**config.mk**
```make
export PLATFORM = sky130hd
export DESIGN_NAME = dir_dato_secuenciador
export DESIGN_NICKNAME = d
export VERILOG_FILES = /design/src/rtl/dir_dato_pkg.sv /design/src/rtl/dd_temporizador_fase.sv /design/src/rtl/dir_dato_secuenciador.sv
export SDC_FILE = /design/constraint.sdc
export NUM_CORES = 1
export LEC_CHECK = 0
export BUFFER_PORTS_ARGS = -buffer_cell sky130_fd_sc_hd__buf_4
export CAP_MARGIN = 20
export CORE_ASPECT_RATIO = 1.1
export CORE_MARGIN = 1.5
export CORE_UTILIZATION = 54
export DETAILED_ROUTE_END_ITERATION = 12
export PLACE_DENSITY = 0.81
export SETUP_SLACK_MARGIN = 0.2
export SLEW_MARGIN = 40
export SYNTH_ARGS = -nofsm -noshare
export SYNTH_HDL_FRONTEND = slang
export SYNTH_SLANG_ARGS = --single-unit
```
**constraint.sdc**
```tcl
create_clock -name reloj -period 5.1 [get_ports reloj]
set_clock_uncertainty 0.1 [all_clocks]
set_input_delay 0.51 -clock reloj [delete_from_list [all_inputs] [get_ports reloj]]
set_output_delay 0.51 -clock reloj [all_outputs]
set_load 0.005 [all_outputs]
```
**src/rtl/dir_dato_pkg.sv**
```systemverilog
// rtl/dir_dato_pkg.sv - state encoding and per-state strobe patterns for the DIR_DATO bus sequencer
package dir_dato_pkg;

  localparam logic [2:0] S_IDLE = 3'd0;
  localparam logic [2:0] S_ADDR = 3'd1;
  localparam logic [2:0] S_GAP  = 3'd2;
  localparam logic [2:0] S_DATA = 3'd3;
  localparam logic [2:0] S_REC  = 3'd4;

  typedef enum logic [2:0] {
    IDLE = S_IDLE,
    ADDR = S_ADDR,
    GAP  = S_GAP,
    DATA = S_DATA,
    REC  = S_REC
  } estado_t;

  // Strobe patterns packed as {CS_n, AD_n, RD_n, WR_n}
  localparam logic [3:0] STB_IDLE    = 4'b1111;
  localparam logic [3:0] STB_ADDR    = 4'b0011;
  localparam logic [3:0] STB_GAP     = 4'b0111;
  localparam logic [3:0] STB_DATA_WR = 4'b0110;
  localparam logic [3:0] STB_DATA_RD = 4'b0101;
  localparam logic [3:0] STB_REC     = 4'b1111;

  function automatic logic [3:0] patron(input estado_t e, input logic wr);
    logic [3:0] p;
    p = STB_IDLE;
    case (e)
      ADDR:    p = STB_ADDR;
      GAP:     p = STB_GAP;
      DATA:    p = wr ? STB_DATA_WR : STB_DATA_RD;
      REC:     p = STB_REC;
      default: p = STB_IDLE;
    endcase
    return p;
  endfunction

endpackage

```
**src/rtl/dd_temporizador_fase.sv**
```systemverilog
// rtl/dd_temporizador_fase.sv - bus phase counter, pulses ultimo on the last cycle of a phase
module dd_temporizador_fase
  import dir_dato_pkg::*;
#(
  parameter int T_PH = 32
) (
  input  logic reloj,
  input  logic resetM,
  input  logic clr,
  output logic ultimo
);

  localparam int TW = (T_PH > 1) ? $clog2(T_PH) : 1;

  logic [TW-1:0] cuenta;

  always_ff @(posedge reloj) begin
    if (resetM || clr || ultimo) begin
      cuenta <= '0;
    end else begin
      cuenta <= cuenta + TW'(1);
    end
  end

  assign ultimo = (cuenta == TW'(T_PH - 1));

endmodule

```
**src/rtl/dir_dato_secuenciador.sv**
```systemverilog
// rtl/dir_dato_secuenciador.sv - multiplexed address/data burst sequencer for the shared DIR_DATO pins
module dir_dato_secuenciador
  import dir_dato_pkg::*;
#(
  parameter int DW   = 8,
  parameter int N_CH = 9,
  parameter int T_PH = 32,
  parameter int CW   = $clog2(N_CH + 1)
) (
  input  logic                 reloj,
  input  logic                 resetM,
  input  logic                 start,
  input  logic                 escribir,
  input  logic [DW-1:0]        dir_base,
  input  logic [CW-1:0]        n_ch,
  input  logic [N_CH*DW-1:0]   datos_wr,
  output logic [N_CH*DW-1:0]   datos_rd,
  output logic [N_CH-1:0]      rd_valido,
  output logic [DW-1:0]        dd_out,
  output logic                 dd_oe,
  input  logic [DW-1:0]        dd_in,
  output logic                 AD_n,
  output logic                 CS_n,
  output logic                 RD_n,
  output logic                 WR_n,
  output logic                 ocupado,
  output logic                 hecho
);

  estado_t               estado, estado_sig;
  logic [CW-1:0]         idx, idx_sig;
  logic [CW-1:0]         n_r, n_lat;
  logic                  es_escr;
  logic [DW-1:0]         base_r;
  logic [N_CH*DW-1:0]    shadow;
  logic                  ultimo;
  logic                  acepta, vacio, fin;
  logic                  wr_sig, oe_sig;
  logic [DW-1:0]         base_sig, dout_sig;
  logic [3:0]            stb_sig;

  dd_temporizador_fase #(.T_PH(T_PH)) u_fase (
    .reloj  (reloj),
    .resetM (resetM),
    .clr    (estado == IDLE),
    .ultimo (ultimo)
  );

  assign n_lat = (n_ch > CW'(N_CH)) ? CW'(N_CH) : n_ch;

  always_comb begin
    estado_sig = estado;
    idx_sig    = idx;
    acepta     = 1'b0;
    vacio      = 1'b0;
    fin        = 1'b0;
    unique case (estado)
      IDLE: begin
        if (start) begin
          if (n_ch != '0) begin
            acepta     = 1'b1;
            estado_sig = ADDR;
            idx_sig    = '0;
          end else begin
            vacio = 1'b1;
          end
        end
      end
      ADDR: if (ultimo) estado_sig = GAP;
      GAP:  if (ultimo) estado_sig = DATA;
      DATA: if (ultimo) estado_sig = REC;
      REC: begin
        if (ultimo) begin
          if (idx == n_r - CW'(1)) begin
            estado_sig = IDLE;
            fin        = 1'b1;
          end else begin
            estado_sig = ADDR;
            idx_sig    = idx + CW'(1);
          end
        end
      end
      default: estado_sig = IDLE;
    endcase

    // Outputs are precomputed for the state being entered so the registers line up with it
    wr_sig   = acepta ? escribir : es_escr;
    base_sig = acepta ? dir_base : base_r;
    stb_sig  = patron(estado_sig, wr_sig);
    oe_sig   = (estado_sig == ADDR) || ((estado_sig == DATA) && wr_sig);
    dout_sig = '0;
    if (estado_sig == ADDR) begin
      dout_sig = base_sig + DW'(idx_sig);
    end else if ((estado_sig == DATA) && wr_sig) begin
      dout_sig = shadow[int'(idx_sig)*DW +: DW];
    end
  end

  always_ff @(posedge reloj) begin
    if (resetM) begin
      estado    <= IDLE;
      idx       <= '0;
      n_r       <= '0;
      es_escr   <= 1'b0;
      base_r    <= '0;
      shadow    <= '0;
      datos_rd  <= '0;
      rd_valido <= '0;
      dd_out    <= '0;
      dd_oe     <= 1'b0;
      CS_n      <= 1'b1;
      AD_n      <= 1'b1;
      RD_n      <= 1'b1;
      WR_n      <= 1'b1;
      ocupado   <= 1'b0;
      hecho     <= 1'b0;
    end else begin
      estado                  <= estado_sig;
      idx                     <= idx_sig;
      {CS_n, AD_n, RD_n, WR_n} <= stb_sig;
      dd_oe                   <= oe_sig;
      dd_out                  <= dout_sig;
      ocupado                 <= (estado_sig != IDLE);
      hecho                   <= fin | vacio;
      if (acepta) begin
        es_escr   <= escribir;
        base_r    <= dir_base;
        n_r       <= n_lat;
        shadow    <= datos_wr;
        rd_valido <= '0;
      end
      if (vacio) begin
        rd_valido <= '0;
      end
      // Read data is taken at the very end of the data phase, when the device has settled longest
      if ((estado == DATA) && ultimo && !es_escr) begin
        datos_rd[int'(idx)*DW +: DW] <= dd_in;
        rd_valido[idx]               <= 1'b1;
      end
    end
  end

endmodule

```
==> run_results.csv, run 1 <==
group,metric,value,unit
cts,clk_pin_slew,0.07,ns
cts,ctsHtreeMaxLevel,4,
timing,drv_slew,0,
placement,gp_congestion,0.9104,
cts,cts_setup_buffers,0,
worst_setup_path,cp_cell_sequence,"nor4b_4 > nand2_2 > a311oi_1 > inv_1 > ha_1 > o21ai_0 > nand2b_1 > o211ai_1 > o21ai_0 > xor2_1 > nand3_1 > nand4_1",
floorplanning,pin_count,192,
final_layout,area_growth,24.15,%
timing,hold_viol_final,0,
worst_setup_path,criticalPathCategory,"flop to flop",
cts,cts_tree,"yes",
worst_setup_path,cp_max_fo,29,
timing,setup_viol,0,
min_path,hp-class,"input pin to flop",
grt,grt_pass1_vias,6936,
cts,cts_resized,0,
cts,cts_buffer_depth,2,
detailed_routing,totalWireLength,22490,um
final_layout,num_antenna_cells,0,
timing,fmax,262.9,MHz
floorplanning,die_area,16420,um^2
worst_setup_path,critical_path_required,5.38,ns
worst_setup_path,cp_common_cell,"o21ai_0",
grt,gr-usage-all-layers,0.2745,
pwr,cellPowerDensity,308.9,nW/um^2
timing,fin_setup_tns,0,ns
synth,synth-seq-area-share,0.4569,
final_layout,drive_gt1_frac,0.2097,
synth,synth_nets,1136,
worst_setup_path,cpPeakStageDelay,0.68,ns
detailed_routing,ant_nets,0,
placement,portBuffers,191,
worst_setup_path,r2r_slack,1.30,ns
timing,fin_crit_sh,0.7457,
cts,root_buffer,"clkbuf_16",
synth,synth.distinct_cells,66,
grt,gr-total-overflow,0,
pwr,p_leak,4.334,nW
cts,cts_buffers,17,
timing,slew_headroom,0.4710,
placement,place_area,9867,um^2
worst_setup_path,cp-end-kind,"flop",
floorplanning,initial_core_util,0.5574,
worst_setup_path,crit_slowest_cell,"a311oi_1",
timing,tightest_slew,0.7862,ns
synth,ys.flop_type,"dfxtp_1",
timing,rsz0062_at_grt,"false",
detailed_routing,drc,0,
floorplanning,die_h,134.3,um
job,cap_viol_max_count,0,
floorplanning,rows,47,
synth,netlist_area,8457,um^2
detailed_routing,drt_iter0_markers,614,
grt,antenna_found_initial,0,
floorplanning,fp.dieW,122.3,um
cts,clkLatencyLatePin,0.44,ns
synth,synth_top_area_frac,0.4569,
worst_setup_path,worst_setup_path_start_kind,"flop",
grt,grt_pass1_wl,35180,um
detailed_routing,num_vias,7737,
detailed_routing,drt_pass1_iterations,5,
final_layout,final_area,10500,um^2
grt,grt_max_degree,116,
timing,period_needed,3.803,ns
timing,timing.hold.ws,0.2153,ns
synth,postSynthAreaPerCell,8.251,um^2
final_layout,num-fill-cells,1292,
final_layout,final_nets,1276,
synth,synth-warning-count,0,
worst_setup_path,worst_ep_arrival_time,4.08,ns
outcome,status,"complete, no violations",
synth,synth_edf_count,0,
floorplanning,core,15170,um^2
synth,syn_inst,1025,
detailed_routing,post_drt_via_cell_ratio,5.631,
synth,synth_top_cell_by_area,"dfxtp_1",
detailed_routing,wl_per_cell,16.37,um
synth,synthArstFlopShare,0,
placement,dp_hpwl,15790,um
synth,synth.area.top_cells,"dfxtp_1 (46%), nand2_1 (10%), a21oi_1 (8.5%)",
cts,cts.sinks,193,
cts,cts_hold_buf,0,
synth,ys_ff_latch,193,
pwr,max-vdd-ir-drop,0.2376,mV
per-stage QoR:
step                  util  worst slack [ns]  power [mW]  std cells
floorplan                -             1.539       1.778       1025
global placement    0.6499             1.221       1.897       1341
detailed placement  0.6503             1.123       1.903       1341
CTS                 0.6905             1.255       3.248       1373
global route        0.6920            0.8720       3.340       1374
finish              0.6920             1.297       3.243       1374
placed cells by master, fill, tap and decap left out, drive strengths merged, types with 4 or more instances in the layout:
cell type | synthesis | routed
and3 | 12 | 12
nor2b | 8 | 8
o21ai | 12 | 12
mux2i | 69 | 69
nand3 | 49 | 49
dfxtp | 193 | 193
inv | 9 | 12
xnor2 | 8 | 8
nor3 | 13 | 13
nand2b | 9 | 9
o211ai | 7 | 7
a22oi | 11 | 11
or3 | 4 | 4
clkbuf | 62 | 24
a21oi | 145 | 145
ha | 15 | 15
buf | 15 | 197
nand4 | 6 | 6
xor2 | 7 | 7
o311ai | 5 | 5
nand2 | 232 | 232
nor2 | 84 | 84
and2 | 8 | 8
logic make-up after synthesis:
group / Yosys count / share of synthesized area
adder cells (fa/ha/maj): 16 / 0.02352
AND/OR/NAND/NOR: 440 / 0.2302
flip-flops: 193 / 0.4569
buffers and inverters: 87 / 0.04645
multiplexers: 71 / 0.08477
AO/OA/AOI/OAI: 202 / 0.1382
XOR/XNOR: 16 / 0.01997
synthesized netlist by cell type, types with 3 or more instances:
| master | number |
|---|---|
| nand2_1 | 232 |
| dfxtp_1 | 193 |
| a21oi_1 | 144 |
| nor2_1 | 83 |
| mux2i_1 | 68 |
| clkbuf_1 | 59 |
| nand3_1 | 49 |
| ha_1 | 15 |
| and3_1 | 12 |
| nor3_1 | 12 |
| a22oi_1 | 11 |
| o21ai_0 | 11 |
| inv_1 | 9 |
| nand2b_1 | 9 |
| nor2b_1 | 8 |
| and2_1 | 7 |
| o211ai_1 | 7 |
| xnor2_1 | 7 |
| nand4_1 | 6 |
| xor2_1 | 6 |
| buf_6 | 5 |
| buf_1 | 4 |
| buf_2 | 4 |
| o311ai_0 | 4 |
| or3_1 | 4 |
| and4_1 | 3 |
| clkbuf_2 | 3 |
| nor4_1 | 3 |
registers in the layout (all words and copies together), names as in the netlist:
register / flops
AD_n: 1
rd_valido: 9
WR_n: 1
u_fase.cuenta: 5
es_escr: 1
shadow: 72
CS_n: 1
dd_out: 8
RD_n: 1
base_r: 8
hecho: 1
estado: 3
ocupado: 1
dd_oe: 1
datos_rd: 72
idx: 4
n_r: 4
worst max-delay path, delay by kind of cell, from the launching register on:
family | cells | cell delay [ns]
compound gates | 4 | 1.13
xor+xnor | 1 | 0.19
simple gates | 5 | 1.46
flops | 1 | 0.44
buf+inv | 1 | 0.09
fa+ha+maj | 1 | 0.32
metal layers:
| metal | GRT usage | vias up | wire length (um) |
|---|---|---|---|
| li1 | - | 3772 | - |
| met1 | 0.3514 | 3631 | 9390 |
| met2 | 0.4469 | 269 | 11050 |
| met3 | 0.04847 | 65 | 1211 |
| met4 | 0.1305 | 0 | 837 |
| met5 | 0 | - | 0 |
layout make-up:
class                           count  area, um^2  share of cell area
Inverter                           10       50.05            0.004767
Timing Repair Buffer              198        1505              0.1434
Tap cell                          196       245.2             0.02336
Clock buffer                       23       488.0             0.04648
Sequential cell                   193        3864              0.3680
Clock inverter                      9       121.4             0.01156
Multi-Input combinational cell    745        4225              0.4025
report_power, final:
part	switching, mW	internal [mW]	total, mW	leakage, nW
sequential	0.0317	1.56	1.59	1.57
combinational	0.164	0.121	0.285	2.47
clock	0.584	0.783	1.37	0.293
total	0.780	2.46	3.24	4.33
path summary, 6_finish.rpt:
path	from	to	cells past startpoint
worst min-delay path	datos_wr[18]	shadow[18]	3
worst max register to register	estado[1]	dd_out[5]	12
worst min register to register	u_fase.cuenta[0]	u_fase.cuenta[0]	1
worst max-delay path	estado[1]	dd_out[5]	12
Note: power is estimated with default switching activity, not from simulation.
==> inputs of run 2 (changes only) <==
Settings changed: ABC_AREA set to 1, CORE_UTILIZATION 54 to 49, PLACE_DENSITY 0.81 to 0.77.
Clock period 5.1 ns to 3.3 ns, I/O delays scaled along.
==> run 2 against run 1 <==
  * Area after synthesis is 0.70% higher
  * Synthesized cell count is 13% higher
  * Largest cell class unchanged
  * Non-clock buffer count is 10 higher
  * Hold slack worse by 0.17 ns
  * Clock power is 50% higher
  * Critical path depth is 5 higher
  * Highest routed layer unchanged
  * Critical endpoint is now dd_out[4]
  * Power is 55% higher
  * Global-route usage is 2.4 points lower
==> run_results.csv, run 2 <==
group,metric,value,unit
grt,grt_pass1_vias,7526,
worst_setup_path,cp_max_fo,15,
timing,rsz0062_at_grt,"false",
detailed_routing,totalWireLength,22900,um
worst_setup_path,cp_common_cell,"nand2_1",
cts,ctsHtreeMaxLevel,4,
final_layout,num_antenna_cells,0,
synth,synth_top_cell_by_area,"dfxtp_1",
final_layout,drive_gt1_frac,0.2313,
final_layout,final_common_cell,"buf_4",
grt,antenna_found_initial,0,
synth,synth_nets,1266,
worst_setup_path,crit_family,"simple AND/OR/NAND/NOR gates",
cts,cts_hold_buf,0,
floorplanning,rows,50,
worst_setup_path,criticalPathCategory,"flop to flop",
timing,fmax,347.8,MHz
synth,netlist_area,8516,um^2
worst_setup_path,cp-end-kind,"flop",
placement,place_ws,0.3637,ns
worst_setup_path,cp_cell_sequence,"inv_2 > nand3_1 > nor2_2 > nand2_2 > inv_2 > or2_2 > o21ai_0 > inv_1 > ha_1 > ha_1 > inv_1 > nand2_1 > nand3_1 > nand2_1 > xnor2_1 > nand2_1 > a21oi_1",
outcome,status,"complete, no violations",
worst_setup_path,worstPathBufferInverterCount,4,
final_layout,layout_common_cells,"buf_4 (207), nor2_1 (195), dfxtp_1 (192)",
worst_setup_path,cpPeakStageDelay,0.37,ns
detailed_routing,drt_iter0_markers,522,
pwr,cellPowerDensity,466.9,nW/um^2
cts,cts.sinks,193,
placement,gp_congestion,0.9105,
floorplanning,core,17020,um^2
synth,synth-seq-area-share,0.4537,
grt,grt_pass1_wl,36020,um
placement,place_area,10070,um^2
synth,synth.area.top_cells,"dfxtp_1 (45%), nor2_1 (8.6%), nand2_1 (8.1%)",
min_path,hp-class,"input pin to flop",
floorplanning,fp.dieW,128.7,um
pwr,switching_power,1.288,mW
cts,cts_buffer_depth,2,
timing,tightest_slew,0.8325,ns
timing,setup_viol,0,
pwr,report.power.total,5.013,mW
placement,portBuffers,191,
synth,synth_top_area_frac,0.4537,
final_layout,area_growth,26.09,%
timing,timing.hold.ws,0.04602,ns
synth,ys_ff_latch,193,
pwr,power_frac_clock,0.408,
grt,gr-total-overflow,0,
grt,grt_max_degree,90,
timing,period_needed,2.875,ns
timing,fin_setup_tns,0,ns
worst_setup_path,worst_setup_path_start_kind,"flop",
pwr,comb_power_share,0.096,
final_layout,final_area,10740,um^2
job,cap_viol_max_count,0,
grt,gr-usage-all-layers,0.2506,
timing,hold_viol_final,0,
cts,root_buffer,"clkbuf_16",
pwr,max-vdd-ir-drop,0.3534,mV
synth,synth.distinct_cells,49,
cts,cts_buffers,17,
synth,synth_commonest_cells,"nor2_1 (195), dfxtp_1 (193), nand2_1 (184)",
detailed_routing,drt_pass1_iterations,6,
detailed_routing,ant_nets,0,
worst_setup_path,critical_path_required,3.55,ns
worst_setup_path,worst_ep_arrival_time,3.13,ns
placement,dp_hpwl,17030,um
floorplanning,pin_count,192,
synth,synthArstFlopShare,0,
synth,ys.flop_type,"dfxtp_1",
worst_setup_path,crit_slowest_cell,"dfxtp_1",
synth,syn_inst,1155,
detailed_routing,num_vias,8133,
final_layout,reg.largest.list,"datos_rd: 72 flops, shadow: 72 flops, rd_valido: 9 flops",
worst_setup_path,r2r-start,"estado[0]",
cts,cts_tree,"yes",
final_layout,num-fill-cells,1542,
cts,clk_pin_slew,0.07,ns
detailed_routing,drc,0,
pwr,p_leak,4.815,nW
worst_setup_path,startpoint,"estado[0]",
synth,postSynthAreaPerCell,7.373,um^2
synth,yosys.cell_count.top_type,"nor2_1",
floorplanning,initial_core_util,0.5004,
min_path,worstHoldStart,"datos_wr[34]",
pwr,p_int,3.726,mW
floorplanning,die_area,18180,um^2
timing,worst_slack,0.4250,ns
synth,synth-warning-count,0,
pwr,power.share.switching,0.2568,
cts,clkLatencyLatePin,0.43,ns
timing,fin_crit_sh,0.8712,
detailed_routing,post_drt_via_cell_ratio,5.167,
timing,slew_headroom,0.4450,
final_layout,final_nets,1438,
pwr,seq_power_share,0.496,
floorplanning,die_h,141.3,um
detailed_routing,wl_per_cell,14.55,um
timing,drv_slew,0,
synth,synth_edf_count,0,
## run 2: power by group through the flow
stage / Clock (mW) / Sequential, mW / Combinational [mW]
2_1_floorplan: 0 / 2.52 / 0.292
3_3_place_gp: 0 / 2.53 / 0.466
3_5_place_dp: 0 / 2.54 / 0.476
4_1_cts: 2.07 / 2.48 / 0.478
5_1_grt: 2.17 / 2.49 / 0.540
6_report: 2.05 / 2.48 / 0.482
## run 2: final timing paths
check | to | cells after the start | slack [ns]
hold reg to reg | u_fase.cuenta[0] | 1 | 0.36
setup reg to reg | dd_out[4] | 17 | 0.42
setup / recovery | dd_out[4] | 17 | 0.42
hold / removal | shadow[34] | 3 | 0.05
## run 2: layer usage
layer	GRT usage	up-vias	part of all wire
met4	0.09994	0	0.031
met5	0	-	0
met3	0.04827	44	0.061
met1	0.2857	3658	0.40
met2	0.4571	299	0.50
li1	-	4132	-
## run 2: worst reg2reg max path, stage by stage (launching register included)
cell	delay [ns]
dfxtp_1	0.37
inv_2	0.06
nand3_1	0.18
nor2_2	0.09
nand2_2	0.29
inv_2	0.15
or2_2	0.30
o21ai_0	0.11
inv_1	0.07
ha_1	0.24
ha_1	0.18
inv_1	0.05
nand2_1	0.08
nand3_1	0.08
nand2_1	0.10
xnor2_1	0.15
nand2_1	0.06
a21oi_1	0.14
## run 2: per-stage QoR
step	util	std cells
2_1_floorplan	-	1155
3_3_place_gp	0.5921	1539
3_5_place_dp	0.5921	1539
4_1_cts	0.6268	1571
5_1_grt	0.6310	1574
6_report	0.6310	1574
## run 2: cells by family after synthesis
group / count (synthesis) / share of synthesized area
XOR/XNOR: 5 / 0.005143
AO/OA/AOI/OAI: 252 / 0.1631
adder cells (fa/ha/maj): 15 / 0.02204
flip-flops: 193 / 0.4537
multiplexers: 3 / 0.003526
AND/OR/NAND/NOR: 530 / 0.2749
buffers and inverters: 157 / 0.07758
## run 2: what timing repair did
action | CTS | global route
setup endpoints to repair | 0 | 23
resized for setup | 0 | 8
buffers inserted | 0 | 3
## run 2: cell type report
class | count | area (um^2) | share of cell area
multi-input combinational | 805 | 4023 | 0.3746
clock inverter | 14 | 152.6 | 0.01422
clock buffer | 18 | 439.2 | 0.04090
tap | 234 | 292.8 | 0.02727
timing repair buffer | 208 | 1574 | 0.1466
sequential | 193 | 3865 | 0.3599
inverter | 102 | 391.6 | 0.03647
==> inputs of run 3 (changes only) <==
Settings changed: CELL_PAD_IN_SITES_DETAIL_PLACEMENT set to 1, CELL_PAD_IN_SITES_GLOBAL_PLACEMENT set to 2, CORE_UTILIZATION 49 to 27, MAX_ROUTING_LAYER set to met4, PLACE_DENSITY 0.77 to 0.76, SLEW_MARGIN 40 to unset.
==> run 3 against run 2 <==
  * Power grew 3.8%
  * Via count grew 0.12%
  * Sequential share of layout area shrank 1.0 points
  * Final area grew 2.8%
  * Register-to-register slack gained 0.03 ns
  * Hold slack lost 0.013 ns
  * First-iteration DRC count shrank 20%
  * Sequential power is essentially flat
  * Cell count grew 12%
  * Non-clock buffer count grew 8
  * Utilization shrank 28 points
  * Critical path depth is the same
  * Critical endpoint unchanged
==> run_results.csv, run 3 (synthesis results as in run 2) <==
group,metric,value,unit
grt,gr-total-overflow,0,
pwr,cellPowerDensity,471.1,nW/um^2
worst_setup_path,criticalPathCategory,"flop to flop",
detailed_routing,wl_per_cell,16.25,um
detailed_routing,num_vias,8143,
final_layout,final_nets,1446,
final_layout,layout_common_cells,"buf_4 (215), nor2_1 (195), dfxtp_1 (193)",
min_path,hp-class,"input pin to flop",
floorplanning,fp.dieW,172.3,um
pwr,p_leak,4.857,nW
worst_setup_path,cpPeakStageDelay,0.32,ns
worst_setup_path,cp_max_fo,11,
floorplanning,die_h,189.3,um
floorplanning,initial_core_util,0.2727,
placement,dp_hpwl,22050,um
timing,drv_slew,0,
cts,clkLatencyLatePin,0.44,ns
placement,portBuffers,191,
cts,ctsHtreeMaxLevel,4,
timing,fmax,352.0,MHz
final_layout,area_growth,29.68,%
floorplanning,core,31220,um^2
timing,hold_viol_final,0,
placement,gp_congestion,0.8207,
detailed_routing,drc,0,
timing,period_needed,2.841,ns
detailed_routing,ant_nets,0,
floorplanning,die_area,32620,um^2
final_layout,num_antenna_cells,0,
cts,cts_buffers,17,
final_layout,reg.largest.list,"datos_rd: 72 flops, shadow: 72 flops, rd_valido: 9 flops",
detailed_routing,post_drt_via_cell_ratio,4.606,
pwr,max-vdd-ir-drop,0.2575,mV
final_layout,final_common_cell,"buf_4",
worst_setup_path,r2r_slack,0.46,ns
worst_setup_path,worst_setup_path_start_kind,"flop",
cts,root_buffer,"clkbuf_16",
detailed_routing,drt_iter0_markers,417,
detailed_routing,drt_pass1_iterations,5,
floorplanning,rows,68,
cts,cts_buffer_depth,2,
detailed_routing,totalWireLength,28730,um
worst_setup_path,critical_path_required,3.57,ns
worst_setup_path,worst_ep_arrival_time,3.11,ns
worst_setup_path,cp-end-kind,"flop",
cts,cts.sinks,193,
worst_setup_path,crit_slowest_cell,"dfxtp_1",
grt,antenna_found_initial,0,
final_layout,drive_gt1_frac,0.2344,
worst_setup_path,cp_common_cell,"nand2_1",
grt,grt_pass1_vias,8333,
timing,fin_setup_tns,0,ns
outcome,status,"complete, no violations",
worst_setup_path,cp_cell_sequence,"inv_1 > nand3_1 > nor2_2 > nand2_4 > buf_4 > o21ai_1 > inv_1 > nand2_1 > nand2_2 > ha_1 > inv_1 > nand2_1 > nand3_1 > nand2_1 > xnor2_1 > nand2_1 > a21oi_1",
job,cap_viol_max_count,0,
grt,grt_pass1_wl,44540,um
timing,fin_crit_sh,0.8608,
floorplanning,pin_count,192,
cts,cts_tree,"yes",
timing,rsz0062_at_grt,"true",
cts,clk_pin_slew,0.07,ns
grt,grt_max_degree,81,
grt,gr-usage-all-layers,0.1843,
timing,slew_headroom,0.3909,
timing,tightest_slew,0.9137,ns
timing,setup_viol,0,
timing,timing.hold.ws,0.03352,ns
==> run 3: path summary, 6_finish.rpt <==
path	from	end	cells after the start
max	estado[1]	dd_out[4]	17
min	datos_wr[69]	shadow[69]	3
max reg2reg	estado[1]	dd_out[4]	17
min reg2reg	shadow[19]	shadow[19]	2
==> run 3: cell type report <==
type | count | area, um^2
Tap cell | 420 | 525.5
Sequential cell | 193 | 3864
Fill cell | 3905 | 20180
Clock inverter | 13 | 175.2
Multi-Input combinational cell | 805 | 4011
Timing Repair Buffer | 216 | 1634
Clock buffer | 19 | 442.9
Inverter | 102 | 390.4
==> run 3: report_power, final <==
group	internal, mW	total, mW	leakage, nW	switching (mW)
combinational	0.207	0.501	2.98	0.294
clock	1.23	2.22	0.301	0.989
sequential	2.43	2.48	1.58	0.0496
==> run 3: timing repair <==
item / in CTS / in global routing
gates resized for setup: 0 / 6
buffers inserted: 0 / 3
hold buffers: 0 / 0
setup endpoints to repair: 0 / 28
==> run 3: metrics by stage <==
| step | util | power, mW | area, um^2 | std cells | worst slack, ns |
|---|---|---|---|---|---|
| 2_1_floorplan | - | 2.813 | 8516 | 1155 | 0.5692 |
| 3_3_place_gp | 0.3324 | 3.038 | 10380 | 1733 | 0.3696 |
| 6_report | 0.3537 | 5.202 | 11040 | 1768 | 0.4593 |
| 5_1_grt | 0.3537 | 5.440 | 11040 | 1768 | 0.1575 |
| 3_5_place_dp | 0.3324 | 3.048 | 10380 | 1733 | 0.3235 |
| 4_1_cts | 0.3522 | 5.280 | 11000 | 1765 | 0.2674 |
==> run 3: routing by layer <==
metal  GRT usage  share of wire
met1      0.2041           0.42
met2      0.3316           0.52
met3     0.03428          0.040
met4     0.05552          0.020
met5           -              0
==> run 3: critical path: cells and delay by family (launching register included) <==
kind                       cells  cell delay, ns
and+or+nand+nor                9            1.05
buffers and inverters          4            0.50
AOI/OAI and AO/OA              2            0.42
xor gates and xnor gates       1            0.17
adders and majority gates      1            0.20
DFF                            1            0.32
